$ cat src/rtl/float_to_int_converter.sv
// Three-stage IEEE-754 single to signed 32-bit integer converter, truncating toward zero.
// Saturates out-of-range values and reports invalid/inexact; one global advance drives every stage.
module float_to_int_converter #(
   parameter logic [31:0] NAN_RESULT = 32'h0000_0000
) (
   input  logic        clk,
   input  logic        reset,
   input  logic        inValid,
   output logic        inReady,
   input  logic [31:0] inFloat,
   output logic        outValid,
   input  logic        outReady,
   output logic [31:0] outInt,
   output logic        outInvalid,
   output logic        outInexact
);

   logic advance;
   assign advance = !outValid || outReady;
   assign inReady = advance;

   // ---------------- stage 1: unpack / classify ----------------
   logic        in_sign;
   logic [7:0]  in_exp;
   logic [22:0] in_man;
   assign in_sign = inFloat[31];
   assign in_exp  = inFloat[30:23];
   assign in_man  = inFloat[22:0];

   logic       c_nan;
   logic       c_sat;
   logic       c_min;
   logic       c_zero;
   logic       c_inexact;
   logic [4:0] c_shift;

   always_comb begin
      c_nan     = 1'b0;
      c_sat     = 1'b0;
      c_min     = 1'b0;
      c_zero    = 1'b0;
      c_inexact = 1'b0;
      // Unbiased exponent; only meaningful for the 0..30 normal range.
      c_shift   = 5'(in_exp - 8'd127);
      if (in_exp == 8'hFF) begin
         if (in_man != 23'd0) c_nan = 1'b1;
         else                 c_sat = 1'b1;
      end else if (in_exp == 8'd0) begin
         c_zero    = 1'b1;
         c_inexact = (in_man != 23'd0);
      end else if (in_exp < 8'd127) begin
         c_zero    = 1'b1;
         c_inexact = 1'b1;
      end else if (in_exp >= 8'd158) begin
         // -2^31 is the one representable value at this magnitude.
         if (in_sign && (in_exp == 8'd158) && (in_man == 23'd0)) c_min = 1'b1;
         else                                                    c_sat = 1'b1;
      end
   end

   logic        s1_valid_reg;
   logic        s1_sign_reg;
   logic        s1_nan_reg;
   logic        s1_sat_reg;
   logic        s1_min_reg;
   logic        s1_zero_reg;
   logic        s1_inexact_reg;
   logic [23:0] s1_sig_reg;
   logic [4:0]  s1_shift_reg;

   always_ff @(posedge clk) begin
      if (reset) begin
         s1_valid_reg   <= 1'b0;
         s1_sign_reg    <= 1'b0;
         s1_nan_reg     <= 1'b0;
         s1_sat_reg     <= 1'b0;
         s1_min_reg     <= 1'b0;
         s1_zero_reg    <= 1'b0;
         s1_inexact_reg <= 1'b0;
         s1_sig_reg     <= 24'd0;
         s1_shift_reg   <= 5'd0;
      end else if (advance) begin
         s1_valid_reg   <= inValid;
         s1_sign_reg    <= in_sign;
         s1_nan_reg     <= c_nan;
         s1_sat_reg     <= c_sat;
         s1_min_reg     <= c_min;
         s1_zero_reg    <= c_zero;
         s1_inexact_reg <= c_inexact;
         s1_sig_reg     <= {1'b1, in_man};
         s1_shift_reg   <= c_shift;
      end
   end

   // ---------------- stage 2: align significand ----------------
   logic [31:0] sh_mag;
   logic        sh_inexact;
   logic [4:0]  sh_right;
   logic [23:0] sh_mask;

   always_comb begin
      sh_mag     = 32'd0;
      sh_inexact = 1'b0;
      sh_right   = 5'd0;
      sh_mask    = 24'd0;
      if (s1_zero_reg) begin
         sh_inexact = s1_inexact_reg;
      end else if (s1_shift_reg >= 5'd23) begin
         sh_mag = {8'd0, s1_sig_reg} << (s1_shift_reg - 5'd23);
      end else begin
         sh_right   = 5'd23 - s1_shift_reg;
         sh_mask    = (24'd1 << sh_right) - 24'd1;
         sh_mag     = {8'd0, s1_sig_reg >> sh_right};
         sh_inexact = |(s1_sig_reg & sh_mask);
      end
   end

   logic        s2_valid_reg;
   logic        s2_sign_reg;
   logic        s2_nan_reg;
   logic        s2_sat_reg;
   logic        s2_min_reg;
   logic        s2_inexact_reg;
   logic [31:0] s2_mag_reg;

   always_ff @(posedge clk) begin
      if (reset) begin
         s2_valid_reg   <= 1'b0;
         s2_sign_reg    <= 1'b0;
         s2_nan_reg     <= 1'b0;
         s2_sat_reg     <= 1'b0;
         s2_min_reg     <= 1'b0;
         s2_inexact_reg <= 1'b0;
         s2_mag_reg     <= 32'd0;
      end else if (advance) begin
         s2_valid_reg   <= s1_valid_reg;
         s2_sign_reg    <= s1_sign_reg;
         s2_nan_reg     <= s1_nan_reg;
         s2_sat_reg     <= s1_sat_reg;
         s2_min_reg     <= s1_min_reg;
         s2_inexact_reg <= sh_inexact;
         s2_mag_reg     <= sh_mag;
      end
   end

   // ---------------- stage 3: sign / saturate ----------------
   logic [31:0] res_int;
   logic        res_invalid;
   logic        res_inexact;

   always_comb begin
      res_int     = s2_sign_reg ? (32'd0 - s2_mag_reg) : s2_mag_reg;
      res_invalid = 1'b0;
      res_inexact = s2_inexact_reg;
      if (s2_nan_reg) begin
         res_int     = NAN_RESULT;
         res_invalid = 1'b1;
         res_inexact = 1'b0;
      end else if (s2_sat_reg) begin
         res_int     = s2_sign_reg ? 32'h8000_0000 : 32'h7FFF_FFFF;
         res_invalid = 1'b1;
         res_inexact = 1'b0;
      end else if (s2_min_reg) begin
         res_int     = 32'h8000_0000;
         res_inexact = 1'b0;
      end
   end

   always_ff @(posedge clk) begin
      if (reset) begin
         outValid   <= 1'b0;
         outInt     <= 32'd0;
         outInvalid <= 1'b0;
         outInexact <= 1'b0;
      end else if (advance) begin
         outValid   <= s2_valid_reg;
         outInt     <= res_int;
         outInvalid <= res_invalid;
         outInexact <= res_inexact;
      end
   end

endmodule

$ cat config.mk
export PLATFORM = sky130hd
export DESIGN_NAME = float_to_int_converter
export DESIGN_NICKNAME = d
export VERILOG_FILES = /design/src/rtl/float_to_int_converter.sv
export SDC_FILE = /design/constraint.sdc
export NUM_CORES = 1
export LEC_CHECK = 0
export CORE_UTILIZATION = 59
export DETAILED_ROUTE_END_ITERATION = 7
export PLACE_DENSITY = 0.88
export SLEW_MARGIN = 10
export SYNTH_ARGS = -nofsm -noshare
export SYNTH_HDL_FRONTEND = slang
export SYNTH_SLANG_ARGS = --single-unit
$ cat constraint.sdc
create_clock -name clk -period 4.45 [get_ports clk]
set_input_delay 0.445 -clock clk [delete_from_list [all_inputs] [get_ports clk]]
set_output_delay 0.445 -clock clk [all_outputs]
set_load 0.01 [all_outputs]
==> results.md, run 1 <==
- Pre-CTS setup slack: 0.958 ns
- Vias: 8628
- CP Max Fanout: 19
- Slowest stage cell, crit path: ha_1
- Crit-path most repeated cell: ha_1
- Peak supply drop: 257 uV
- Max-Cap Viols: 0
- Mapped Cells: 1080
- Slew @ Worst Pin: 1.06 ns
- H-tree Lvls: 3
- Worst-path cell chain: ha_1, ha_1, buf_4, or3b_4, ha_1, inv_1, o311ai_0, nand4_1, a2111oi_2, nand4_1, nor4_1, a211oi_1
- Clock transition at path regs: 0.08 ns
- Fin crit period: 3.60 ns
- Util after Layout: 68.8%
- Final period util: 80.8%
- Synth Flop Type: dfxtp_1
- Clock Skew: 0.0102 ns
- # nets final: 1134
- FFs w/ async S/R, synth: 0%
- P&R area growth vs syn: 11.6%
- YS warnings: 0
- Initial antenna violation count: 0
- Synth Net Count: 1129
- CTS tree: built
- Largest net degree at the start of global routing: 70
- Setup ws final: 0.853 ns
- Initial Util: 61.6%
- RSZ-0062 raised after global routing: no
- Crit-path max cell delay: 0.45 ns
- Clock sink total: 109
- Kind of cell adding the most delay to the critical path: simple AND/OR/NAND/NOR gates
- Setup CP Type: reg -> reg
- Synth Cell Area: 8290 sq um
- Mean area per synthesized cell: 7.68 sq um
- # rows: 42
- GRT Util Overall: 37.9%
- Postcts setup bufs: 0
- Buffers and inverters on the worst path: 2
- Worst-Skew Late Latency: 0.37 ns
- CP Launch Type: flop
- Initial drt markers: 1004
- Fmax: 0.278 GHz
- Layout cells sized above 1: 9.17%
- RD Place Congestion: 1.02
- Post-DP HPWL: 19600 um
- Global-route wire length before repair: 42700 um
- DIE AREA: 14500 sq um
- Final hold vios: 0
- Wire per inst: 21.2 um
- I/O pins: 72
- Final instance area: 9260 sq um
- Vias per inst: 6.82
- Final wirelength: 26800 um
- Fill cells: 1156
- Post-synth cell types: 81
- Pwr/cell area: 325 nW/um^2
- Core Box Area: 13500 sq um
- CP arrival: 3.83 ns
- Status: finished, final reports clean
- DP Area: 8920 sq um
- CTS Buf Count: 9
- Crit. End Element: flop
- Required time of the critical path: 4.68 ns
- Routed Antenna Nets: 0
- # resized after CTS: 0
- Final Power: 3.01 mW
- Remaining Overflow, GRT: 0
- Min-Delay Path Class: reg -> reg
- Pleak: 3.40 nW
- Hold Buf Count CTS: 0
- Count of state elements after synthesis: 109
- Clock tree buffer depth: 2
- Buffers added on ports: 71
- # DRC: 0
- Sequential share of the synthesized area: 26.3%
- Pre-antenna DRT Iters: 5
- EDFF count, synth: 0
- Antenna Cells: 0
- Vias in the first global route: 7964
- Slew headroom: 29.1%
- Final Setup Violations: 0
- Die Wd: 121 um
- Max-slew violation count: 0
- CTS root buffer: clkbuf_16
- Die Y: 121 um
- Setup TNS: 0 ns
==> logic make-up (layout without fill, tap and decap cells) <==
group	count (synthesis)	in the layout	share of synthesized area (%)
and+or+nand+nor	393	393	22.3
AOI/OAI and AO/OA	326	326	25.5
buffers and inverters	115	125	6.37
DFF	109	109	26.3
muxes	88	88	13.8
xor gates and xnor gates	36	36	3.80
adders and majority gates	13	13	1.96
==> worst min-delay path: cells and delay by family (launching register included) <==
family,cells,cell delay [ns]
flip-flops,1,0.32
AND/OR/NAND/NOR,2,0.09
==> Yosys cell counts (5+ instances only) <==
master / number / area (sq um)
a21oi_1: 107 / 536
dfxtp_1: 109 / 2180
inv_1: 16 / 60.1
nor2_1: 103 / 387
and3_1: 5 / 31.3
o41ai_1: 5 / 43.8
o311ai_0: 5 / 43.8
a211oi_1: 21 / 158
buf_2: 16 / 80.1
xor2_1: 26 / 228
o21ai_0: 62 / 310
mux2_2: 20 / 225
a221oi_1: 10 / 87.6
nand3_1: 22 / 110
buf_1: 5 / 18.8
nand2b_1: 6 / 37.5
o22ai_1: 26 / 163
mux4_2: 19 / 428
buf_4: 5 / 37.5
or3_1: 6 / 37.5
nor2b_1: 12 / 75.1
a21boi_0: 5 / 37.5
a22oi_1: 13 / 97.6
nor4_1: 13 / 81.3
nor3_1: 20 / 100
o31ai_1: 7 / 52.6
nand2_1: 162 / 608
ha_1: 13 / 163
and2_1: 5 / 31.3
a22o_1: 7 / 61.3
xnor2_1: 10 / 87.6
mux2i_1: 49 / 490
o211ai_1: 11 / 82.6
nand4_1: 11 / 68.8
clkbuf_1: 63 / 236
==> layout by cell type (no fill, tap or decap), types with 21 or more instances in the layout <==
cell type / n
mux2i_1: 49
a21oi_1: 107
nand3_1: 22
nand2_1: 162
o21ai_0: 62
xor2_1: 26
a211oi_1: 21
dfxtp_1: 108
clkdlybuf4s50_1: 70
nor2_1: 103
o22ai_1: 26
==> routing by layer <==
layer  vias to the layer above  track usage, %  part of all wire, %
met5                         -               0                    0
met4                         0            13.6                  3.1
met3                        87            10.2                   13
met2                       569            56.6                   43
met1                      4006            52.1                   40
li1                       3966               -                    -
==> worst paths after layout <==
check | endpoint | slack [ns] | startpoint | cells past startpoint
worst max-delay path | s2_inexact_reg | 0.85 | s1_shift_reg[1] | 12
worst max register to register | s2_inexact_reg | 0.85 | s1_shift_reg[1] | 12
worst min-delay path | outInt[9] | 0.45 | outInt[9] | 2
worst min register to register | outInt[9] | 0.45 | outInt[9] | 2
==> through the flow <==
stage                     instances  hold slack (ns)
after global placement         1250            0.436
after CTS                      1266            0.453
final                          1266            0.454
after global routing           1266            0.467
after detailed placement       1250            0.442
after floorplan                1080            0.432
==> final cells by class <==
| class | instances | area, sq um | share of cell area (%) |
|---|---|---|---|
| clock buffer | 9 | 225 | 2.43 |
| clock inverter | 7 | 114 | 1.23 |
| timing repair buffer | 91 | 856 | 9.25 |
| sequential | 109 | 2180 | 23.6 |
| multi-input combinational | 856 | 5590 | 60.4 |
| inverter | 18 | 67.6 | 0.730 |
| tap | 176 | 220 | 2.38 |
==> power breakdown <==
part	internal [mW]	switching [mW]
combinational	0.392	0.575
clock	0.509	0.411
sequential	1.03	0.0889
(Power assumes the default switching activity.)
==> run 2: changes to the inputs <==
==> constraint.sdc (replaced) <==
create_clock -name clk -period 3.8 [get_ports clk]
set_input_delay 0.38 -clock clk [delete_from_list [all_inputs] [get_ports clk]]
set_output_delay 0.38 -clock clk [all_outputs]
set_load 0.01 [all_outputs]
==> run 2 against run 1 <==
Count of clock-buffer cells in the layout unchanged. Setup slack worse by 0.26 ns. Highest routed layer unchanged. Via count down 0.36%. Final cell count grew 0.39%. Sequential share of layout area hardly changed.
==> results.md, run 2 (synthesis results as in run 1) <==
- Vias: 8597
- Slew headroom: 19.0%
- # rows: 42
- Worst-Skew Late Latency: 0.37 ns
- Pwr/cell area: 370 nW/um^2
- Vias in the first global route: 7804
- # resized after CTS: 0
- Setup CP Type: reg -> reg
- Core Box Area: 13500 sq um
- Required time of the critical path: 4.04 ns
- Fmax: 0.311 GHz
- H-tree Lvls: 3
- Vias per inst: 6.76
- Antenna Cells: 0
- Clock Skew: 0.0163 ns
- Remaining Overflow, GRT: 0
- DIE AREA: 14500 sq um
- P&R area growth vs syn: 11.8%
- Final Setup Violations: 0
- CTS Buf Count: 9
- Peak supply drop: 283 uV
- Status: finished, final reports clean
- CTS tree: built
- Final wirelength: 25700 um
- Global-route wire length before repair: 40700 um
- Pleak: 3.41 nW
- CP arrival: 3.45 ns
- # nets final: 1139
- Post-DP HPWL: 18700 um
- Min-Delay Path Class: reg -> reg
- Layout cells sized above 1: 9.59%
- Final hold vios: 0
- Clock tree buffer depth: 2
- GRT Util Overall: 35.9%
- Clock transition at path regs: 0.07 ns
- Initial drt markers: 1302
- RSZ-0062 raised after global routing: no
- Die Y: 121 um
- Largest net degree at the start of global routing: 58
- Final Power: 3.43 mW
- Commonest cells after routing, fill and taps aside: nand2_1 (162), dfxtp_1 (108), a21oi_1 (107), nor2_1 (103), clkdlybuf4s50_1 (70)
- Commonest non-fill, non-tap cell in the layout: nand2_1
- RD Place Congestion: 1.03
- Slew @ Worst Pin: 1.21 ns
- Max-Cap Viols: 0
- Initial antenna violation count: 0
- Routed Antenna Nets: 0
- Fin crit period: 3.21 ns
- CTS root buffer: clkbuf_16
- Hold Buf Count CTS: 0
- CP Max Fanout: 36
- Worst R2R Setup Slack: 0.59 ns
- Initial Util: 61.6%
- Die Wd: 121 um
- Crit. End Element: flop
- Pre-antenna DRT Iters: 7
- Postcts setup bufs: 0
- Wire per inst: 20.2 um
- Max-slew violation count: 0
- Final period util: 84.5%
- Setup TNS: 0 ns
- CP Launch Type: flop
- Clock sink total: 109
- Buffers added on ports: 71
- I/O pins: 72
- # DRC: 0
==> run 2: critical path, cell delays in order, from the launching register on <==
cell     delay (ns)
dfxtp_1        0.34
buf_4          0.37
inv_1          0.18
ha_1           0.32
buf_4          0.37
mux2i_1        0.29
o22ai_1        0.13
mux2i_1        0.43
a21oi_1        0.26
a22oi_1        0.29
o21ai_0        0.11
==> run 2: final cells by class <==
type / count / area, sq um
Inverter: 18 / 67.6
Timing Repair Buffer: 96 / 893
Clock buffer: 9 / 225
Multi-Input combinational cell: 856 / 5590
Clock inverter: 7 / 88.8
Sequential cell: 109 / 2180
Tap cell: 176 / 220
Fill cell: 1143 / 4180
==> run 2: through the flow <==
step	cells	utilization (%)	instance area, sq um	hold slack [ns]	setup slack [ns]
after floorplan	1080	-	8290	0.432	0.543
final	1271	68.9	9270	0.449	0.589
after CTS	1271	68.9	9270	0.450	0.653
after global placement	1255	66.6	8950	0.436	0.732
after detailed placement	1255	66.6	8950	0.439	0.662
after global routing	1271	68.9	9270	0.471	0.365
==> run 2: worst paths after layout <==
kind / start / to / depth (start not counted)
max: s1_shift_reg[1] / s2_mag_reg[14] / 10
max reg2reg: s1_shift_reg[1] / s2_mag_reg[14] / 10
min: outInt[9] / outInt[9] / 2
min reg2reg: outInt[9] / outInt[9] / 2
==> run 2: report_power, final <==
part	total [mW]	leakage (nW)	switching, mW	internal, mW
combinational	1.13	2.36	0.664	0.463
sequential	1.31	0.894	0.100	1.21
clock	0.995	0.155	0.467	0.528
==> run 2: metal layers <==
| metal | global-route usage, % | wire length (um) |
|---|---|---|
| met3 | 9.58 | 3040 |
| met4 | 14.2 | 909 |
| met1 | 48.8 | 10600 |
| met2 | 53.8 | 11200 |
| met5 | 0 | 0 |
==> run 3: changes to the inputs <==
--- a/config.mk
+++ b/config.mk
@@ -5,9 +5,9 @@
 export SDC_FILE = /design/constraint.sdc
 export NUM_CORES = 1
 export LEC_CHECK = 0
-export CORE_UTILIZATION = 59
+export CORE_UTILIZATION = 54
 export DETAILED_ROUTE_END_ITERATION = 7
-export PLACE_DENSITY = 0.88
+export PLACE_DENSITY = 0.85
 export SLEW_MARGIN = 10
 export SYNTH_ARGS = -nofsm -noshare
 export SYNTH_HDL_FRONTEND = slang
==> constraint.sdc (replaced) <==
create_clock -name clk -period 2.7 [get_ports clk]
set_input_delay 0.27 -clock clk [delete_from_list [all_inputs] [get_ports clk]]
set_output_delay 0.27 -clock clk [all_outputs]
set_load 0.01 [all_outputs]
==> run 3 against run 2 <==
The flow now finishes with violations (negative setup slack). Utilization shrank 1.1 points. Non-clock buffer count grew 67. Flip-flop and latch count is the same. Fmax grew 10%. Critical path depth grew 1. Clock skew shrank 0.0031 ns. Setup slack lost 0.81 ns. Hold slack lost 0.016 ns. Die area grew 9.1%. Final area grew 7.9%. First-iteration DRC count shrank 9.0%. Critical endpoint is now s2_inexact_reg. Largest cell class unchanged.
==> results.md, run 3 (synthesis results as in run 1) <==
- Die Y: 126 um
- DP Area: 9610 sq um
- Buffers and inverters on the worst path: 1
- CP Max Fanout: 2
- Fin crit period: 2.92 ns
- Vias: 8859
- Setup ws final: -0.218 ns
- Slowest stage cell, crit path: a222oi_1
- R2R depth: 11
- Pleak: 3.79 nW
- Fmax: 0.343 GHz
- Largest net degree at the start of global routing: 58
- GRT Util Overall: 36.6%
- Worst hold stages: 3
- Final Power: 5.15 mW
- Remaining Overflow, GRT: 0
- P&R area growth vs syn: 20.6%
- Clock transition at path regs: 0.08 ns
- Slew @ Worst Pin: 0.585 ns
- Clock sink total: 109
- Status: finished, violations left
- Commonest non-fill, non-tap cell in the layout: nand2_1
- Hold Slack: 0.433 ns
- Initial antenna violation count: 0
- CTS Buf Count: 9
- H-tree Lvls: 3
- # rows: 44
- CTS root buffer: clkbuf_16
- # DRC: 0
- Routed Antenna Nets: 0
- Max-Cap Viols: 0
- Clock tree buffer depth: 2
- Postcts setup bufs: 0
- Initial Util: 56.2%
- Failing checks: negative setup slack
- Hold Buf Count CTS: 0
- Crit. End Element: flop
- Commonest cells after routing, fill and taps aside: nand2_1 (162), a21oi_1 (106), dfxtp_1 (106), nor2_1 (102), buf_4 (84)
- Crit-path most repeated cell: ha_4
- Final wirelength: 28300 um
- Crit-path max cell delay: 0.41 ns
- Vias per inst: 6.58
- Peak supply drop: 484 uV
- CP Launch Type: flop
- Setup TNS: -0.218 ns
- RD Place Congestion: 0.963
- Final instance area: 10000 sq um
- Wire per inst: 21.0 um
- CTS tree: built
- Worst R2R Setup Slack: -0.22 ns
- DIE AREA: 15900 sq um
- RSZ-0062 raised after global routing: yes
- Final Setup Violations: 1
- Antenna Cells: 0
- Pre-antenna DRT Iters: 6
- Pwr/cell area: 515 nW/um^2
- Final period util: 108%
- Min-Delay Path Class: in -> reg
- I/O pins: 72
- Clock Skew: 0.0133 ns
- WP depth: 11
- Fill cells: 1243
- Initial drt markers: 1185
- Max-slew violation count: 0
- Core Box Area: 14800 sq um
- Layout cells sized above 1: 15.7%
- Vias in the first global route: 8390
- Slew headroom: 60.6%
- CP arrival: 3.14 ns
- Final hold vios: 0
- Required time of the critical path: 2.92 ns
- Post-DP HPWL: 21400 um
- Worst-path cell chain: ha_4, ha_4, or3b_4, ha_4, inv_2, a222oi_1, nand4_1, a2111oi_4, nand4_1, nor4_2, a211oi_1
- Worst-Skew Late Latency: 0.36 ns
- # nets final: 1206
- Kind of cell adding the most delay to the critical path: simple AND/OR/NAND/NOR gates
- Setup CP Type: reg -> reg
- Buffers added on ports: 71
- Die Wd: 126 um
- Global-route wire length before repair: 45800 um
- Util after Layout: 67.8%
## run 3: cell count changes in the layout (fill, tap and decap cells not counted), moves of 2 or more
cell	delta
ha_1	-4
dfxtp_1	-2
buf_4	+59
buf_12	+8
ha_4	+4
## run 3: layer usage
metal,routed length (um),vias up,GRT usage [%]
li1,-,4125,-
met1,12100,4191,52.4
met4,673,0,10.6
met2,12500,481,56.0
met5,0,-,0
met3,3010,62,6.54
## run 3: timing repair
item / in CTS / in global routing
gates resized for setup: 8 / 3
pin swaps: 0 / 8
endpoints found under the setup margin: 1 / 3
endpoints found under the hold margin: 0 / 0
## run 3: worst register-to-register path, cell delays in order, from the launching register on
cell	delay [ns]
dfxtp_2	0.35
ha_4	0.16
ha_4	0.14
or3b_4	0.41
ha_4	0.28
inv_2	0.03
a222oi_1	0.41
nand4_1	0.20
a2111oi_4	0.23
nand4_1	0.16
nor4_2	0.31
a211oi_1	0.11
## run 3: power breakdown
group          total [mW]  switching [mW]  leakage [nW]  internal, mW
Combinational        1.80            1.00          2.73         0.796
Clock                1.50           0.659         0.166         0.838
Sequential           1.85           0.149         0.894          1.70
## run 3: stage by stage
stage                     instances  setup WS, ns
after floorplan                1080       -0.0823
after global placement         1330       -0.0654
after detailed placement       1330        -0.221
after CTS                      1346        -0.163
after global routing           1346        -0.314
final                          1346        -0.218
## run 3: layout make-up
cell class	count	area, sq um	area share, %
clock buffer	9	225	2.25
clock inverter	7	114	1.14
inverter	18	75.1	0.750
multi-input combinational	856	5680	56.7
sequential	109	2190	21.9
tap	184	230	2.30
timing repair buffer	163	1500	15.0
## run 3: worst paths after layout
check,startpoint,endpoint
min,reset,outInt[19]
min reg2reg,outInt[9],outInt[9]
max reg2reg,s1_shift_reg[0],s2_inexact_reg
max,s1_shift_reg[0],s2_inexact_reg
